File: src/rtl/max7219_pkg.sv
// Shared types and constants for the MAX7219 configuration sequencer.
// Frame layout matches the 16-bit word shifted into each device: {4'h0, addr, value}.
package max7219_pkg;

  typedef logic [3:0] reg_addr_t;

  localparam reg_addr_t REG_NOOP         = 4'h0;
  localparam reg_addr_t REG_DIGIT0       = 4'h1;
  localparam reg_addr_t REG_DIGIT1       = 4'h2;
  localparam reg_addr_t REG_DIGIT2       = 4'h3;
  localparam reg_addr_t REG_DIGIT3       = 4'h4;
  localparam reg_addr_t REG_DIGIT4       = 4'h5;
  localparam reg_addr_t REG_DIGIT5       = 4'h6;
  localparam reg_addr_t REG_DIGIT6       = 4'h7;
  localparam reg_addr_t REG_DIGIT7       = 4'h8;
  localparam reg_addr_t REG_DECODE       = 4'h9;
  localparam reg_addr_t REG_INTENSITY    = 4'hA;
  localparam reg_addr_t REG_SCAN_LIMIT   = 4'hB;
  localparam reg_addr_t REG_SHUTDOWN     = 4'hC;
  localparam reg_addr_t REG_DISPLAY_TEST = 4'hF;

  typedef enum logic [2:0] {
    ST_IDLE,
    ST_SETUP,
    ST_START,
    ST_WAIT_DONE,
    ST_NEXT,
    ST_FINISH
  } state_e;

  // Which step list the sequencer is walking.
  typedef enum logic {
    LIST_INIT,
    LIST_UPD
  } list_e;

  typedef logic [2:0] step_idx_t;

  function automatic logic [15:0] pack_frame(input reg_addr_t addr, input logic [7:0] value);
    return {4'h0, addr, value};
  endfunction

endpackage

File: src/rtl/max7219_cfg_rom.sv
// Step-list lookup: maps (list, step) to the register write for that step.
// Keeps the sequencing FSM ignorant of which registers it is writing.
module max7219_cfg_rom
  import max7219_pkg::*;
#(
  parameter logic [7:0] G_DECODE_MODE = 8'h00,
  parameter logic [7:0] G_INTENSITY   = 8'h08,
  parameter logic [7:0] G_SCAN_LIMIT  = 8'h07
) (
  input  list_e      i_list,
  input  step_idx_t  i_step,
  input  logic [3:0] i_intensity,
  output reg_addr_t  o_addr,
  output logic [7:0] o_value,
  output logic       o_last_step
);

  // NOTE: every output gets a default before the case so no latch is inferred.
  always_comb begin
    o_addr      = REG_NOOP;
    o_value     = 8'h00;
    o_last_step = 1'b1;
    if (i_list == LIST_UPD) begin
      o_addr  = REG_INTENSITY;
      o_value = {4'h0, i_intensity};
    end else begin
      case (i_step)
        3'd0: begin
          o_addr      = REG_DISPLAY_TEST;
          o_value     = 8'h00;
          o_last_step = 1'b0;
        end
        3'd1: begin
          o_addr      = REG_DECODE;
          o_value     = G_DECODE_MODE;
          o_last_step = 1'b0;
        end
        3'd2: begin
          o_addr      = REG_INTENSITY;
          o_value     = {4'h0, G_INTENSITY[3:0]};
          o_last_step = 1'b0;
        end
        3'd3: begin
          o_addr      = REG_SCAN_LIMIT;
          o_value     = G_SCAN_LIMIT;
          o_last_step = 1'b0;
        end
        3'd4: begin
          o_addr      = REG_SHUTDOWN;
          o_value     = 8'h01;
          o_last_step = 1'b1;
        end
        default: begin
          o_addr      = REG_NOOP;
          o_value     = 8'h00;
          o_last_step = 1'b1;
        end
      endcase
    end
  end

endmodule

File: src/rtl/max7219_cfg_sequencer.sv
// Drives the max7219_if start/load/data handshake through the power-up list or a
// single intensity update, one frame per cascaded device, with a done watchdog.
module max7219_cfg_sequencer
  import max7219_pkg::*;
#(
  parameter int         G_NB_MATRIX    = 8,
  parameter logic [7:0] G_DECODE_MODE  = 8'h00,
  parameter logic [7:0] G_INTENSITY    = 8'h08,
  parameter logic [7:0] G_SCAN_LIMIT   = 8'h07,
  parameter int         G_DONE_TIMEOUT = 1024
) (
  input  logic        clk,
  input  logic        rst,
  input  logic        i_init,
  input  logic        i_upd_int,
  input  logic [3:0]  i_intensity,
  output logic        o_start,
  output logic        o_en_load,
  output logic [15:0] o_data,
  input  logic        i_if_done,
  output logic        o_busy,
  output logic        o_done,
  output logic        o_error
);

  localparam int FW = (G_NB_MATRIX > 1) ? $clog2(G_NB_MATRIX) : 1;
  localparam int TW = (G_DONE_TIMEOUT > 1) ? $clog2(G_DONE_TIMEOUT) : 1;
  localparam logic [FW-1:0] FRAME_LAST   = FW'(G_NB_MATRIX - 1);
  localparam logic [TW-1:0] TIMEOUT_LAST = TW'(G_DONE_TIMEOUT - 1);

  state_e          state_q, state_d;
  list_e           list_q, list_d;
  step_idx_t       step_q, step_d;
  logic [FW-1:0]   frame_q, frame_d;
  logic [TW-1:0]   tmo_q, tmo_d;
  logic            pend_q, pend_d;
  logic [3:0]      pend_int_q, pend_int_d;
  logic [3:0]      act_int_q, act_int_d;
  logic            last_q, last_d;
  logic            start_q, start_d;
  logic            en_load_q, en_load_d;
  logic [15:0]     data_q, data_d;
  logic            busy_q, busy_d;
  logic            done_q, done_d;
  logic            error_q, error_d;

  step_idx_t       rom_step;
  reg_addr_t       rom_addr;
  logic [7:0]      rom_value;
  logic            rom_last;
  logic            frame_wrap;

  assign frame_wrap = (frame_q == FRAME_LAST);

  // The ROM looks one step ahead when NEXT crosses a step boundary, so the new
  // frame is registered in the same cycle the counters move.
  always_comb begin
    rom_step = step_q;
    if (state_q == ST_SETUP) begin
      rom_step = '0;
    end else if (state_q == ST_NEXT && frame_wrap) begin
      rom_step = step_q + 3'd1;
    end
  end

  max7219_cfg_rom #(
    .G_DECODE_MODE (G_DECODE_MODE),
    .G_INTENSITY   (G_INTENSITY),
    .G_SCAN_LIMIT  (G_SCAN_LIMIT)
  ) u_rom (
    .i_list      (list_q),
    .i_step      (rom_step),
    .i_intensity (act_int_q),
    .o_addr      (rom_addr),
    .o_value     (rom_value),
    .o_last_step (rom_last)
  );

  always_comb begin
    state_d    = state_q;
    list_d     = list_q;
    step_d     = step_q;
    frame_d    = frame_q;
    tmo_d      = tmo_q;
    pend_d     = pend_q;
    pend_int_d = pend_int_q;
    act_int_d  = act_int_q;
    last_d     = last_q;
    start_d    = 1'b0;
    en_load_d  = en_load_q;
    data_d     = data_q;
    busy_d     = busy_q;
    done_d     = 1'b0;
    error_d    = 1'b0;

    // Updates arriving mid-sequence collapse into one pending request, newest value wins.
    if (i_upd_int && state_q != ST_IDLE) begin
      pend_d     = 1'b1;
      pend_int_d = i_intensity;
    end

    case (state_q)
      ST_IDLE: begin
        if (i_init) begin
          list_d  = LIST_INIT;
          state_d = ST_SETUP;
          busy_d  = 1'b1;
          if (i_upd_int) begin
            pend_d     = 1'b1;
            pend_int_d = i_intensity;
          end
        end else if (pend_q || i_upd_int) begin
          list_d    = LIST_UPD;
          act_int_d = i_upd_int ? i_intensity : pend_int_q;
          pend_d    = 1'b0;
          state_d   = ST_SETUP;
          busy_d    = 1'b1;
        end
      end
      ST_SETUP: begin
        step_d    = '0;
        frame_d   = '0;
        data_d    = pack_frame(rom_addr, rom_value);
        en_load_d = (FRAME_LAST == '0);
        last_d    = rom_last;
        state_d   = ST_START;
      end
      ST_START: begin
        start_d = 1'b1;
        tmo_d   = '0;
        state_d = ST_WAIT_DONE;
      end
      ST_WAIT_DONE: begin
        if (i_if_done) begin
          state_d = ST_NEXT;
        end else if (tmo_q == TIMEOUT_LAST) begin
          error_d = 1'b1;
          busy_d  = 1'b0;
          state_d = ST_IDLE;
        end else begin
          tmo_d = tmo_q + TW'(1);
        end
      end
      ST_NEXT: begin
        if (frame_wrap && last_q) begin
          done_d  = 1'b1;
          state_d = ST_FINISH;
        end else begin
          if (frame_wrap) begin
            frame_d = '0;
            step_d  = step_q + 3'd1;
          end else begin
            frame_d = frame_q + FW'(1);
          end
          data_d    = pack_frame(rom_addr, rom_value);
          en_load_d = (frame_d == FRAME_LAST);
          last_d    = rom_last;
          state_d   = ST_START;
        end
      end
      ST_FINISH: begin
        busy_d  = 1'b0;
        state_d = ST_IDLE;
      end
      default: state_d = ST_IDLE;
    endcase
  end

  // NOTE: state is updated with non-blocking assignments so every flop samples pre-edge values.
  always_ff @(posedge clk) begin
    if (rst) begin
      state_q    <= ST_IDLE;
      list_q     <= LIST_INIT;
      step_q     <= '0;
      frame_q    <= '0;
      tmo_q      <= '0;
      pend_q     <= 1'b0;
      pend_int_q <= 4'h0;
      act_int_q  <= 4'h0;
      last_q     <= 1'b0;
      start_q    <= 1'b0;
      en_load_q  <= 1'b0;
      data_q     <= 16'h0000;
      busy_q     <= 1'b0;
      done_q     <= 1'b0;
      error_q    <= 1'b0;
    end else begin
      state_q    <= state_d;
      list_q     <= list_d;
      step_q     <= step_d;
      frame_q    <= frame_d;
      tmo_q      <= tmo_d;
      pend_q     <= pend_d;
      pend_int_q <= pend_int_d;
      act_int_q  <= act_int_d;
      last_q     <= last_d;
      start_q    <= start_d;
      en_load_q  <= en_load_d;
      data_q     <= data_d;
      busy_q     <= busy_d;
      done_q     <= done_d;
      error_q    <= error_d;
    end
  end

  assign o_start   = start_q;
  assign o_en_load = en_load_q;
  assign o_data    = data_q;
  assign o_busy    = busy_q;
  assign o_done    = done_q;
  assign o_error   = error_q;

endmodule

File: config.mk
export PLATFORM = sky130hd
export DESIGN_NAME = max7219_cfg_sequencer
export DESIGN_NICKNAME = d
export VERILOG_FILES = /design/src/rtl/max7219_pkg.sv /design/src/rtl/max7219_cfg_rom.sv /design/src/rtl/max7219_cfg_sequencer.sv
export SDC_FILE = /design/constraint.sdc
export NUM_CORES = 1
export LEC_CHECK = 0
export BUFFER_PORTS_ARGS = -buffer_cell sky130_fd_sc_hd__buf_2
export CAP_MARGIN = 20
export CORE_UTILIZATION = 46
export DETAILED_ROUTE_END_ITERATION = 8
export GPL_TIMING_DRIVEN = 0
export HOLD_SLACK_MARGIN = 0.02
export PLACE_DENSITY = 0.68
export SYNTH_ARGS = -nofsm -noshare
export SYNTH_HDL_FRONTEND = slang
export SYNTH_HIERARCHICAL = 1
export SYNTH_SLANG_ARGS = --single-unit
export TNS_END_PERCENT = 20
File: constraint.sdc
create_clock -name clk -period 2.2 [get_ports clk]
set_input_delay 0 -clock clk [delete_from_list [all_inputs] [get_ports clk]]
set_output_delay 0 -clock clk [all_outputs]
set_load 0.02 [all_outputs]
==> results of run 1 <==
-- worst register-to-register path, cell delays in order, from the launching register on --
cell	delay (ps)
dfxtp_1	330
ha_1	190
ha_1	160
buf_2	160
nor2b_1	150
a22o_1	210
a22o_4	240
nor4bb_4	180
a221o_1	270
nand3_1	80
a21oi_1	60
-- registers in the layout, summed over array words and instances, names as in the netlist, 3 cells and up --
name and count:
frame_q 3, o_data 12, pend_int_q 4, tmo_q 10, step_q 3, state_q 3
act_int_q 4
-- timing repair --
| action | CTS | global route |
|---|---|---|
| hold buffers | 7 | 0 |
| resized for setup | 1 | 5 |
| hold endpoints to repair | 7 | 0 |
| pin swaps | 0 | 0 |
| setup endpoints to repair | 5 | 9 |
-- report_power, final --
part / internal, mW / total (mW) / switching, mW
clock: 0.453 / 0.759 / 0.306
combinational: 0.132 / 0.361 / 0.229
sequential: 0.892 / 0.913 / 0.0205
-- layout make-up --
type	count	area, sq um
clock buffers	5	68.82
fillers	498	2215
plain buffers	29	171.4
well taps	70	87.58
repair buffers	32	195.2
clock inverters	3	67.56
flip-flops and latches	47	940.9
inverters	4	15.01
multi-input cells	221	1379
-- worst max-delay path by stage --
stage / start / end / slack, ps / cells past startpoint
5_1_grt: frame_q[0]$_SDFFE_PP0P_ / o_data[0]$_SDFFE_PP0P_ / -50 / 10
4_1_cts: state_q[0]$_SDFFE_PP0P_ / o_data[0]$_SDFFE_PP0P_ / 3 / 8
3_5_place_dp: frame_q[1]$_SDFFE_PP0P_ / o_data[0]$_SDFFE_PP0P_ / -160 / 11
6_report: frame_q[0]$_SDFFE_PP0P_ / o_data[0]$_SDFFE_PP0P_ / 40 / 10
3_3_place_gp: frame_q[1]$_SDFFE_PP0P_ / o_data[0]$_SDFFE_PP0P_ / -90 / 11
2_1_floorplan: frame_q[0]$_SDFFE_PP0P_ / o_data[0]$_SDFFE_PP0P_ / 120 / 11
-- metal layers --
metal	vias to the layer above	wire (microns)	share of wire	global-route usage
met1	1055	2882	0.51	0.2835
met5	-	0	0	0
met3	5	201	0.035	0.03079
met4	0	49	0.0086	0.07613
li1	1158	-	-	-
met2	41	2571	0.45	0.3413
-- synth_stat cells (all sizes together) (2+ instances only) --
cell and instances:
o21ai 30, buf 17, and2 2, o21a 2, a31oi 4, a21o 5, nor2b 5, conb 2
nor3 7, dfxtp 47, inv 4, or4 4, nand4 4, nor2 18, o21bai 2, nand2 16
nor4 3, nand3b 2, clkbuf 12, o31ai 6, ha 5, a21oi 34, nor3b 2, or3 3
nand3 23, nand2b 8, a211oi 5, a311oi 4, a22o 3, mux2i 4
-- cells by family (layout without fill, tap and decap cells) --
family,count (synthesis),in the layout,share of synthesized area
other,2,8,0.003044
AND/OR/NAND/NOR,102,102,0.2404
AO/OA/AOI/OAI,102,102,0.2581
buffers and inverters,33,73,0.07555
adder cells (fa/ha/maj),5,5,0.02535
flip-flops,47,47,0.3813
multiplexers,4,4,0.01623
-- metrics by stage --
step | total power [mW] | TNS [ps] | instances | hold slack, ps
finish | 2.033 | 0 | 411 | 182.9
CTS | 2.044 | 0 | 411 | 182.8
global placement | 1.276 | -172.2 | 396 | 283.2
global route | 2.121 | -49.77 | 411 | 193.5
detailed placement | 1.281 | -520.3 | 396 | 288.6
floorplan | 1.189 | 0 | 301 | 115.2
==> impl_metrics.toml, run 1 <==
[global_route]
gr-total-overflow = 0
antenna_found_initial = 0
track_usage = 0.2097
grt_pass1_wl_microns = 9108
grt_max_degree = 16
grt_pass1_vias = 1952

[sta]
worst_slack_ps = 40.15
min_period_ps = 2160
final_max_slew_viol_count = 0
final-hold-violation-count = 0
timing.slew.headroom = 0.5912
fin_skew_ps = 4.102
fin_crit_sh = 0.9817
tightest_slew_ps = 613.2
finalSetupViolCount = 0
fmax_mhz = 463.0
rsz0062_at_grt = "yes"

[layout]
drive_gt1_frac = 0.1877
nNetsFinal = 354
layout_common_cells = "dfxtp_1 (47), a21oi_1 (34), buf_2 (30), o21ai_0 (27), nand3_1 (23)"
n_antenna_cell = 0
final_common_cell = "dfxtp_1"
final_core_util = 0.5691
area.growth.synth_to_final_pct = 18.56
finalInstanceArea_sq_um = 2925

[synth]
synth.cell_area_sq_um = 2467
syn_avg_cell_area_sq_um = 8.364
synth_seq_cells = 47
ys_dominant_reg_cell = "dfxtp_1"
synthCells = 295
ys_warn_count = 6
async_flop_share = 0
synth_top_area_frac = 0.3813
post-synth-top-area-cell = "dfxtp_1"
synth-edff-count = 0
ys_types = 49
ys_seq_area_frac = 0.3813
synth_area_leaders = "dfxtp_1 (38%), a21oi_1 (6.9%), o21ai_0 (6.1%), nand3_1 (4.7%), buf_4 (2.7%)"

[die]
io-pin-count = 30
dieWidth_microns = 75.24
initial_core_util = 0.4800
core-area_sq_um = 5140
die_h_microns = 75.24
row_count = 26
die_area_sq_um = 5661

[critical_path]
critPathBufInv = 1
crit_type = "reg -> reg"
reg2reg_depth = 10
path_cells = "ha_1, ha_1, buf_2, nor2b_1, a22o_1, a22o_4, nor4bb_4, a221o_1, nand3_1, a21oi_1"
cpLargestDelayFamily = "compound AO/OA/AOI/OAI gates"
worstPathRequired_ps = 2380
cp-end-kind = "register"
worstPathMaxFanout = 9
critPathSlowestCell = "dfxtp_1"
crit_top_cell = "ha_1"
cp-start-kind = "register"
worstPathArrival_ps = 2340
r2r-end = "o_data[0]$_SDFFE_PP0P_"
slowest_delay_ps = 330
r2r_setup_slack_ps = 40
r2r_start = "frame_q[0]$_SDFFE_PP0P_"

[run]
maxCapViolations = 0

[route]
drtIter0Drc = 117
ant_nets = 0
route.vias.total = 2259
routed_wl_microns = 5704
first_pass_iters = 4
avgViaCountPerCell = 5.496
routedWlPerCell_microns = 13.88
drc_errors = 0

[hold_path]
hold_path.class = "in -> reg"
hold_path_end = "pend_int_q[2]$_SDFF_PP0_"
hold_path_depth = 4
hold_path.startpoint = "i_upd_int"

[clock_network]
htree_levels = 2
cts_tree = "done"
numCtsBuffers = 5
postCtsSetupBuffers = 0
clock_path_buffers = 2
cts_sinks = 47
clkLatencyLatePin_ps = 300
clk_pin_slew_ps = 90
root_buffer = "clkbuf_8"

[pwr]
power_density_nw_per_um2 = 694.8
p_leak_nw = 1.146
ir_drop_mv = 0.3028

[placement]
place_ws_ps = -158.9
port_buffers = 25
place_area_sq_um = 2703
gp_congestion = 0.8751
dp_hpwl_microns = 3959

[status]
status = "complete, no violations"
Power figures use the tool's default switching activity.
==> run 2, diff against run 1 <==
Settings changed: BUFFER_PORTS_ARGS -buffer_cell sky130_fd_sc_hd__buf_2 to default, DONT_BUFFER_PORTS from default to 1, PLACE_DENSITY 0.68 to default.
==> run 2 against run 1 <==
Worst setup slack gained 8.1 ps; first-iteration DRC count grew 15%; non-clock buffer count shrank 25; maximum frequency grew 0.38%; global-route usage grew 1.0 points.
==> impl_metrics.toml, run 2 (synthesized netlist as in run 1, its figures left out) <==
[status]
status = "complete, no violations"

[route]
routed_wl_microns = 5870
drtIter0Drc = 134
routedWlPerCell_microns = 15.21
drc_errors = 0
first_pass_iters = 4
ant_nets = 0
avgViaCountPerCell = 5.723
route.vias.total = 2209

[placement]
place_area_sq_um = 2577
place_ws_ps = -117.2
port_buffers = 0
dp_hpwl_microns = 4064
gp_congestion = 0.8211

[layout]
n_antenna_cell = 0
final_core_util = 0.5453
nNetsFinal = 329
area.growth.synth_to_final_pct = 13.59
fillers = 507
layout_common_cells = "dfxtp_1 (47), a21oi_1 (34), o21ai_0 (27), nand3_1 (23)"
final_common_cell = "dfxtp_1"
finalInstanceArea_sq_um = 2803
largest_register_ffs = 12
drive_gt1_frac = 0.1266

[sta]
min_period_ps = 2152
fin_crit_sh = 0.9781
tightest_slew_ps = 583.0
fmax_mhz = 464.7
final_max_slew_viol_count = 0
final-hold-violation-count = 0
rsz0062_at_grt = "yes"
fin_skew_ps = 6.002
timing.slew.headroom = 0.6113
worst_slack_ps = 48.25
finalSetupViolCount = 0

[global_route]
grt_pass1_wl_microns = 9301
track_usage = 0.2197
antenna_found_initial = 0
grt_max_degree = 16
gr-total-overflow = 0
grt_pass1_vias = 1876

[pwr]
p_sw_mw = 0.5634
pwr-share-clk = 0.381
power_density_nw_per_um2 = 722.5
internal-power_mw = 1.461
p_seq_frac = 0.465
pwr-share-comb = 0.154
ir_drop_mv = 0.3014
p_leak_nw = 1.020
swShare = 0.2782

[die]
io-pin-count = 30
row_count = 26
initial_core_util = 0.4800
core-area_sq_um = 5140
dieWidth_microns = 75.24
die_h_microns = 75.24
die_area_sq_um = 5661

[critical_path]
r2r_start = "frame_q[0]$_SDFFE_PP0P_"
cp-end-kind = "register"
cpLargestDelayFamily = "compound AO/OA/AOI/OAI gates"
r2r-end = "o_data[0]$_SDFFE_PP0P_"
critPathBufInv = 1
r2r_setup_slack_ps = 50
crit_type = "reg -> reg"
reg2reg_depth = 10
crit_top_cell = "ha_1"
worstPathArrival_ps = 2340
critPathSlowestCell = "dfxtp_1"
worstPathMaxFanout = 9
worstPathRequired_ps = 2390
slowest_delay_ps = 330
cp-start-kind = "register"
path_cells = "ha_1, ha_1, buf_2, nor2b_1, a22o_1, a22o_2, nor4bb_4, a221o_1, nand3_1, a21oi_1"

[hold_path]
hold_path_depth = 3
hold_path.startpoint = "i_upd_int"
hold_path.class = "in -> reg"
hold_path_end = "pend_int_q[0]$_SDFF_PP0_"

[clock_network]
numCtsBuffers = 5
clkLatencyLatePin_ps = 310
clk_pin_slew_ps = 90
root_buffer = "clkbuf_8"
cts_tree = "done"
postCtsSetupBuffers = 0
clock_path_buffers = 2
cts_sinks = 47
htree_levels = 2

[run]
maxCapViolations = 0
-- run 2: routing by layer --
| metal | global-route usage | wire [microns] | vias up |
|---|---|---|---|
| met5 | 0 | 0 | - |
| met4 | 0.06584 | 73 | 0 |
| met3 | 0.04685 | 218 | 7 |
| met2 | 0.3303 | 2691 | 39 |
| met1 | 0.3158 | 2886 | 1051 |
| li1 | - | - | 1112 |
-- run 2: what timing repair did --
item	CTS	global route
hold buffers	7	0
endpoints found under the setup margin	5	9
endpoints found under the hold margin	15	0
pin swaps	0	1
gates resized for setup	2	6
-- run 2: layout make-up --
class | count | area [sq um] | share of cell area
multi-input combinational | 221 | 1381 | 0.4929
sequential | 47 | 940.9 | 0.3357
buffer | 29 | 171.4 | 0.06116
tap | 70 | 87.58 | 0.03125
timing repair buffer | 7 | 70.07 | 0.02500
clock buffer | 5 | 68.82 | 0.02455
clock inverter | 3 | 67.56 | 0.02411
inverter | 4 | 15.01 | 0.005357
-- run 2: power groups by stage --
stage | registers (mW) | logic (mW) | clock network, mW
6_report | 0.942 | 0.311 | 0.772
5_1_grt | 0.949 | 0.348 | 0.815
4_1_cts | 0.943 | 0.308 | 0.784
3_5_place_dp | 0.963 | 0.295 | 0
3_3_place_gp | 0.961 | 0.292 | 0
2_1_floorplan | 0.954 | 0.235 | 0
-- run 2: through the flow --
step | setup TNS [ps] | cells | hold slack, ps | total power [mW]
2_1_floorplan | 0 | 301 | 115.2 | 1.189
3_3_place_gp | -343.3 | 371 | 118.5 | 1.254
3_5_place_dp | -322.7 | 371 | 121.7 | 1.258
4_1_cts | 0 | 386 | 38.91 | 2.035
5_1_grt | -143.2 | 386 | 61.73 | 2.112
6_report | 0 | 386 | 46.01 | 2.025
-- run 2: worst reg2reg max path: stages, from the launching register on --
cell      delay [ps]
dfxtp_1          330
ha_1             200
ha_1             170
buf_2            170
nor2b_1          150
a22o_1           190
a22o_2           250
nor4bb_4         170
a221o_1          270
nand3_1           80
a21oi_1           60
-- run 2: how the worst max path moves through the flow --
| stage | to | cells past startpoint | startpoint | slack [ps] |
|---|---|---|---|---|
| floorplan | o_data[0]$_SDFFE_PP0P_ | 11 | frame_q[0]$_SDFFE_PP0P_ | 120 |
| global placement | o_data[0]$_SDFFE_PP0P_ | 11 | frame_q[1]$_SDFFE_PP0P_ | -130 |
| detailed placement | o_data[0]$_SDFFE_PP0P_ | 11 | frame_q[1]$_SDFFE_PP0P_ | -120 |
| CTS | o_data[0]$_SDFFE_PP0P_ | 10 | frame_q[1]$_SDFFE_PP0P_ | 20 |
| global route | o_data[0]$_SDFFE_PP0P_ | 10 | frame_q[0]$_SDFFE_PP0P_ | -50 |
| finish | o_data[0]$_SDFFE_PP0P_ | 10 | frame_q[0]$_SDFFE_PP0P_ | 50 |
==> run 3, diff against run 2 <==
Settings changed: CTS_BUF_LIST from default to sky130_fd_sc_hd__clkbuf_4.
==> run 3 against run 2 <==
Final area is 0.89% higher; largest cell class unchanged; largest power group unchanged; wire length increased by 1.0%; first-iteration DRC count fell by 6.0%; critical endpoint unchanged; die area unchanged; count of clock-buffer cells in the layout unchanged.
==> impl_metrics.toml, run 3 (synthesized netlist as in run 1, its figures left out) <==
[sta]
finalSetupViolCount = 0
timing.slew.headroom = 0.6124
rsz0062_at_grt = "no"
fin_crit_sh = 0.9385
fin_tns_setup_ps = 0
fin_skew_ps = 7.854
worst_slack_ps = 135.3
fmax_mhz = 484.3
tightest_slew_ps = 581.4
final-hold-violation-count = 0
min_period_ps = 2065
final_max_slew_viol_count = 0

[clock_network]
clkLatencyLatePin_ps = 370
cts_sinks = 47
htree_levels = 2
numCtsBuffers = 5
clock_path_buffers = 2
root_buffer = "clkbuf_4"
clk_pin_slew_ps = 150
cts_tree = "done"

[global_route]
grt_pass1_wl_microns = 9397
grt_util_met1 = 0.3142
grtUsageMet2 = 0.3403
grt_pass1_vias = 1935
track_usage = 0.2214
gr-total-overflow = 0
grt_max_degree = 16
busiest_layer = "met2"
use_met3 = 0.03481
antenna_found_initial = 0

[run]
maxCapViolations = 0

[layout]
area.growth.synth_to_final_pct = 14.60
fillers = 508
n_antenna_cell = 0
final_common_cell = "dfxtp_1"
layout_common_cells = "dfxtp_1 (45), a21oi_1 (34), o21ai_0 (27), nand3_1 (23), nor2_1 (16)"
drive_gt1_frac = 0.1411
instances_no_fill = 389
largest_register_ffs = 12
final_core_util = 0.5501
nNetsFinal = 332

[critical_path]
crit_type = "reg -> reg"
critPathSlowestCell = "dfxtp_2"
cp-start-kind = "register"
path_cells = "ha_1, ha_2, nor2b_1, a22o_1, a22o_4, nor4bb_4, a221o_1, nand3_1, a21oi_1"
worstPathArrival_ps = 2330
worstPathMaxFanout = 9
worstPathRequired_ps = 2460
cp-end-kind = "register"
slowest_delay_ps = 350

[placement]
gp_congestion = 0.8211
port_buffers = 0
dp_hpwl_microns = 4064
place_ws_ps = -117.2
dp_cells = 371

[die]
core-area_sq_um = 5140
dieWidth_microns = 75.24
row_count = 26
die_h_microns = 75.24
die_area_sq_um = 5661
initial_core_util = 0.4800
io-pin-count = 30

[route]
route.vias.total = 2207
drtIter0Drc = 126
routed_wl_microns = 5930
first_pass_iters = 4
drc_errors = 0
ant_nets = 0
routedWlPerCell_microns = 15.24
avgViaCountPerCell = 5.674

[hold_path]
hold_path.class = "in -> reg"

[pwr]
ir_drop_mv = 0.2541
p_leak_nw = 1.019
power_density_nw_per_um2 = 676.9

[status]
status = "complete, no violations"
[run 3: cell types whose count changed in the layout (fill, tap and decap cells not counted), sizes merged]
cell,before,now
clkbuf,17,16
dlygate4sd3,7,11
[run 3: routing by layer]
metal / routed length, microns / vias up
li1: - / 1121
met1: 2888 / 1038
met2: 2743 / 41
met3: 231 / 7
met4: 67 / 0
met5: 0 / -
[run 3: worst max-delay path: cells and delay by family (launching register included)]
family / cells / cell delay [ps]
AO/OA/AOI/OAI: 4 / 780
adder cells (fa/ha/maj): 2 / 420
AND/OR/NAND/NOR: 3 / 400
flip-flops: 1 / 350
[run 3: worst paths after layout]
| check | from | to | cells past startpoint | slack (ps) |
|---|---|---|---|---|
| setup reg to reg | frame_q[0]$_SDFFE_PP0P_ | o_data[0]$_SDFFE_PP0P_ | 9 | 140 |
| hold / removal | i_init | o_busy$_SDFFE_PP0P_ | 4 | 40 |
| setup / recovery | frame_q[0]$_SDFFE_PP0P_ | o_data[0]$_SDFFE_PP0P_ | 9 | 140 |
| hold reg to reg | pend_int_q[0]$_SDFF_PP0_ | pend_int_q[0]$_SDFF_PP0_ | 2 | 470 |
[run 3: per-stage QoR]
stage | instance area (sq um) | hold slack (ps) | power, mW
global route | 2828 | 43.10 | 2.006
CTS | 2793 | 22.30 | 1.927
finish | 2828 | 36.11 | 1.914
global placement | 2577 | 118.5 | 1.254
detailed placement | 2577 | 121.7 | 1.258
floorplan | 2490 | 115.2 | 1.189
[run 3: layout make-up]
class                   count  area, sq um  share of cell area
plain buffers              27        162.7             0.05752
multi-input cells         221         1396              0.4938
well taps                  70        87.58             0.03097
clock buffers               5        37.54             0.01327
clock inverters             3        67.56             0.02389
repair buffers             12        117.6             0.04159
inverters                   4        15.01            0.005310
flip-flops and latches     47        943.4              0.3336
[run 3: power breakdown]
group	leakage, nW	internal (mW)	switching [mW]
sequential	0.384	0.894	0.0491
combinational	0.584	0.121	0.199
clock	0.0514	0.353	0.298
[run 3: what timing repair did]
item / CTS / global route
pin swaps: 0 / 2
hold buffers: 11 / 0
resized for setup: 2 / 12
setup buffers: 0 / 1
hold endpoints to repair: 16 / 0
endpoints found under the setup margin: 5 / 9
